## config.mk

```make
export PLATFORM = sky130hd
export DESIGN_NAME = muldiv_unit
export DESIGN_NICKNAME = d
export VERILOG_FILES = /design/src/rtl/muldiv_unit.sv
export SDC_FILE = /design/constraint.sdc
export NUM_CORES = 1
export LEC_CHECK = 0
export CAP_MARGIN = 20
export CORE_MARGIN = 3
export CORE_UTILIZATION = 55
export DETAILED_ROUTE_END_ITERATION = 7
export PLACE_DENSITY_LB_ADDON = 0.05
export SLEW_MARGIN = 40
export SYNTH_ARGS = -nofsm -noshare
export SYNTH_HDL_FRONTEND = slang
export SYNTH_SLANG_ARGS = --single-unit
```

## constraint.sdc

```tcl
create_clock -name clk -period 4 [get_ports clk]
set_clock_uncertainty 0.2 [all_clocks]
set_input_delay 0.6 -clock clk [delete_from_list [all_inputs] [get_ports clk]]
set_output_delay 0.6 -clock clk [all_outputs]
set_load 0.02 [all_outputs]
```

## src/rtl/muldiv_unit.sv

```systemverilog
// Iterative MIPS multiply/divide engine: 1-bit-per-cycle shift-add multiply and restoring divide.
// Feeds the HI/LO register data inputs; done doubles as their load enable.
module muldiv_unit #(
    parameter int N = 32
) (
    input  logic         clk,
    input  logic         rst,
    input  logic         start,
    input  logic [1:0]   op,
    input  logic [N-1:0] a,
    input  logic [N-1:0] b,
    output logic         busy,
    output logic         done,
    output logic [N-1:0] hi,
    output logic [N-1:0] lo
);
    localparam int CW = $clog2(N);

    typedef enum logic [1:0] {S_IDLE, S_CALC, S_FIX, S_DONE} state_t;

    state_t          r_state, w_next;
    logic [CW-1:0]   r_cnt;
    logic            r_div, r_neg_q, r_neg_r, r_bzero;
    logic [N-1:0]    r_b, r_rem, r_quo;

    logic            w_accept, w_sa, w_sb;
    logic [N-1:0]    w_abs_a, w_abs_b;
    logic [N:0]      w_msum, w_shr;
    logic [N-1:0]    w_diff;
    logic            w_ge;
    logic [2*N-1:0]  w_prod, w_prod_s;

    assign w_accept = start && (r_state == S_IDLE || r_state == S_DONE);
    assign w_sa     = op[0] & a[N-1];
    assign w_sb     = op[0] & b[N-1];
    // The most negative value negates to itself, which is its correct unsigned magnitude.
    assign w_abs_a  = w_sa ? -a : a;
    assign w_abs_b  = w_sb ? -b : b;

    // Multiply: r_rem is the upper accumulator, r_quo holds the multiplier shifting out.
    assign w_msum   = {1'b0, r_rem} + (r_quo[0] ? {1'b0, r_b} : '0);

    // Divide: remainder < divisor, so the N-bit wrapped difference is exact whenever w_ge.
    assign w_shr    = {r_rem, r_quo[N-1]};
    assign w_ge     = w_shr[N] | (w_shr[N-1:0] >= r_b);
    assign w_diff   = w_shr[N-1:0] - r_b;

    assign w_prod   = {r_rem, r_quo};
    assign w_prod_s = r_neg_q ? -w_prod : w_prod;

    assign busy = (r_state == S_CALC) || (r_state == S_FIX);
    assign done = (r_state == S_DONE);

    always_ff @(posedge clk) begin
        if (!rst) r_state <= S_IDLE;
        else      r_state <= w_next;
    end

    always_comb begin
        w_next = r_state;
        case (r_state)
            S_IDLE:  if (w_accept) w_next = S_CALC;
            S_CALC:  if (r_cnt == CW'(N-1)) w_next = S_FIX;
            S_FIX:   w_next = S_DONE;
            S_DONE:  w_next = w_accept ? S_CALC : S_IDLE;
            default: w_next = S_IDLE;
        endcase
    end

    always_ff @(posedge clk) begin
        if (!rst) begin
            r_cnt   <= '0;
            r_div   <= 1'b0;
            r_neg_q <= 1'b0;
            r_neg_r <= 1'b0;
            r_bzero <= 1'b0;
            r_b     <= '0;
            r_rem   <= '0;
            r_quo   <= '0;
            hi      <= '0;
            lo      <= '0;
        end else if (w_accept) begin
            r_cnt   <= '0;
            r_div   <= op[1];
            r_neg_q <= w_sa ^ w_sb;
            r_neg_r <= w_sa;
            r_bzero <= op[1] && (b == '0);
            r_b     <= op[1] ? w_abs_b : w_abs_a;
            r_rem   <= '0;
            r_quo   <= op[1] ? w_abs_a : w_abs_b;
        end else if (r_state == S_CALC) begin
            r_cnt <= r_cnt + 1'b1;
            if (!r_div) begin
                {r_rem, r_quo} <= {w_msum, r_quo[N-1:1]};
            end else if (w_ge) begin
                r_rem <= w_diff;
                r_quo <= {r_quo[N-2:0], 1'b1};
            end else begin
                r_rem <= w_shr[N-1:0];
                r_quo <= {r_quo[N-2:0], 1'b0};
            end
        end else if (r_state == S_FIX) begin
            if (r_div) begin
                lo <= r_bzero ? '1 : (r_neg_q ? -r_quo : r_quo);
                hi <= r_neg_r ? -r_rem : r_rem;
            end else begin
                {hi, lo} <= w_prod_s;
            end
        end
    end
endmodule

```

==> impl_results.md <==
- Slowest CP cell: or4_4
- Pwr dens: 754 nW/um2
- Die width: 165 um
- Pre-antenna DRT Iters: 6
- Fraction of registers with async set/reset: 0%
- Peak VDD IR: 0.554 mV
- Ys Warns: 0
- H-tree depth: 4
- Worst setup SP type: register
- Number of cells on the critical path: 9
- Ys flop type: dfxtp_1
- Slew at the pin closest to its max-slew limit: 0.830 ns
- Top-count cell post-synth: a21oi_1
- Setup TNS Final: 0 ns
- Setup repair after global routing missed its margin: no
- Max Buffers Root-to-Sink: 2
- Global Route Usage Sum: 34.4%
- Commonest cells post-synth: a21oi_1, nand2_1, o21ai_0, dfxtp_1, nor2_1
- Worst-Skew Late Latency: 0.44 ns
- Worst Setup End Kind: register
- Area leader, netlist: dfxtp_1
- Critical-path cell list: or4_4 > or4b_4 > nor4_4 > and4_1 > nand2b_1 > a21oi_1 > xnor2_1 > nand2_1 > o211a_1
- Largest net degree at the start of global routing: 86
- Relative slew slack: 44.5%
- CP peak stage delay: 0.59 ns
- Die Y: 165 um
- Row cnt: 57
- Syn Inst Count: 1904
- TritonCTS clock tree: built
- # IOs: 135
- Placer Congestion: 1.00
- Starting Density: 56.7%
- Placed Instance Area: 15700 um2
- Seq. cell area: 3420 um2
- Syn avg cell area: 7.35 um2
- Post-CTS setup buffers: 0
- Status: complete, no violations
- Min cycle time layout: 3.73 ns
- Yosys top cell area share: 24.5%
- R2R cell count: 9
- Number of synthesized register bits: 171
- Drt wl/cell: 20.5 um
- Crit path kind: reg -> reg
- Vias: 14700
- Fill cells: 2240
- Mapped Area: 14000 um2
- Initial antenna violation count: 1
- Fmax: 0.268 GHz
- Detailed Place HPWL: 36300 um
- Min-delay worst type: reg -> reg
- First-pass GRT wire length: 74000 um
- Area Growth Syn to Fin: 16.4%
- Reg clk slew, reported paths: 0.08 ns
- LEAKAGE: 0.00625 uW
- Post-route ant nets: 0
- Wirelength, routed: 47700 um
- Hold slack final: 0.261 ns
- Share of the yosys chip area belonging to registers: 24.5%
- Share of cells above drive strength 1: 5.29%
- Critical path fanouts, max: 10
- Core Region: 24700 um2
- Distinct cells, synth: 71
- Required time of the worst setup path: 4.13 ns
- Multi-input logic area: 9860 um2
- Num CTS Buffers: 17
- Vias in the first global route: 13500
- Critical path arrival: 3.86 ns
- CP delay by family, top: simple AND/OR/NAND/NOR gates
- Final-report hold violation count: 0
- Grt ovf: 0
- Worst hold stages: 2
- Top post-synthesis cells by area: dfxtp_1, a21oi_1, ha_1
- Root buffer cell: clkbuf_16
- EDFF count, synth: 0
- CP bufs+invs: 0
- Max Cap Violations: 0
- Period utilisation layout: 93.2%
- DR iter-0 viols: 1477
- Die area: 27400 um2
- Cell area after layout: 16300 um2
- Endpoints failing setup: 0
- DRC violations left: 0
- Post-Syn Nets: 2049
- Via-to-Cell Ratio: 6.33
- Nets@finish: 2134
- Clk sink count: 171
- IO buf count: 134
- Final slew viol count: 0
## where the power goes
| group | total, uW | switching, uW | internal [uW] |
|---|---|---|---|
| registers | 2770 | 578 | 2190 |
| logic | 7810 | 4800 | 3010 |
| clock network | 1710 | 865 | 845 |
## routing by layer
metal / vias up / GRT usage [%] / part of all wire, %
li1: 7020 / - / -
met4: 0 / 14.1 / 4.2
met5: - / 0 / 0
met1: 6921 / 45.9 / 43
met2: 666 / 55.1 / 45
met3: 133 / 6.09 / 8.0
## kinds of logic (layout without fill, tap and decap cells)
group	count (synthesis)	after routing	share of synthesized area, %
xor+xnor	170	170	10.6
buf+inv	190	288	5.24
fa+ha+maj	76	76	6.90
mux	60	60	4.30
other cells	0	1	0
compound gates	642	642	28.1
flops	171	171	24.5
simple gates	595	595	20.3
## worst min-delay path: stages, from the launching register on
cell and delay, ns:
dfxtp_1 0.33, nand2_1 0.04, o21ai_0 0.06
## metrics by stage
| stage | setup slack, ns | std cells | total power [uW] | util (%) |
|---|---|---|---|---|
| after floorplan | 0.737 | 1904 | 8020 | - |
| after global placement | 0.275 | 2294 | 10300 | 63.5 |
| after detailed placement | 0.240 | 2294 | 10400 | 63.5 |
| after CTS | 0.225 | 2326 | 12100 | 66.0 |
| after global routing | 0.0380 | 2327 | 13100 | 66.0 |
| final | 0.271 | 2327 | 12300 | 66.0 |
## worst paths after layout
kind / from / to / slack [ns]
max: r_quo[9]$_SDFFE_PN0P_ / hi[26]$_SDFFE_PN0P_ / 0.27
min: hi[19]$_SDFFE_PN0P_ / hi[19]$_SDFFE_PN0P_ / 0.26
max reg2reg: r_quo[9]$_SDFFE_PN0P_ / hi[26]$_SDFFE_PN0P_ / 0.27
min reg2reg: hi[19]$_SDFFE_PN0P_ / hi[19]$_SDFFE_PN0P_ / 0.26
## timing repair
action / in CTS / in global routing
resized for setup: 0 / 1
hold buffers: 0 / 0
endpoints found under the hold margin: 0 / 0
endpoints found under the setup margin: 0 / 10
## final cells by class
type                    instances  share of cell area (%)
clock inverters                15                    1.09
clock buffers                  17                    2.61
repair buffers                187                    10.6
well taps                     324                    2.49
diodes                          1                  0.0154
inverters                      69                    1.61
flip-flops and latches        171                    21.0
multi-input cells            1543                    60.5
## sequential cells by signal, indices dropped and copies added, names as in the netlist, 2 cells and up
register  flops
hi           32
lo           32
r_b          32
r_cnt         5
r_quo        32
r_rem        32
r_state       2
## cells in the final DEF (no fill, tap or decap), drive strengths merged, types with 29 or more instances in the layout
master / netlist / routed
a21oi: 199 / 199
nand2: 186 / 186
o21ai: 179 / 179
dfxtp: 171 / 171
nor2: 166 / 166
clkdlybuf4s50: 0 / 132
xor2: 92 / 92
xnor2: 78 / 78
ha: 74 / 74
inv: 68 / 73
mux2i: 59 / 59
buf: 13 / 55
o211ai: 45 / 45
nor3: 45 / 45
nor2b: 32 / 32
nand3: 29 / 29
a21boi: 29 / 29
Note: power is estimated with default switching activity, not from simulation.
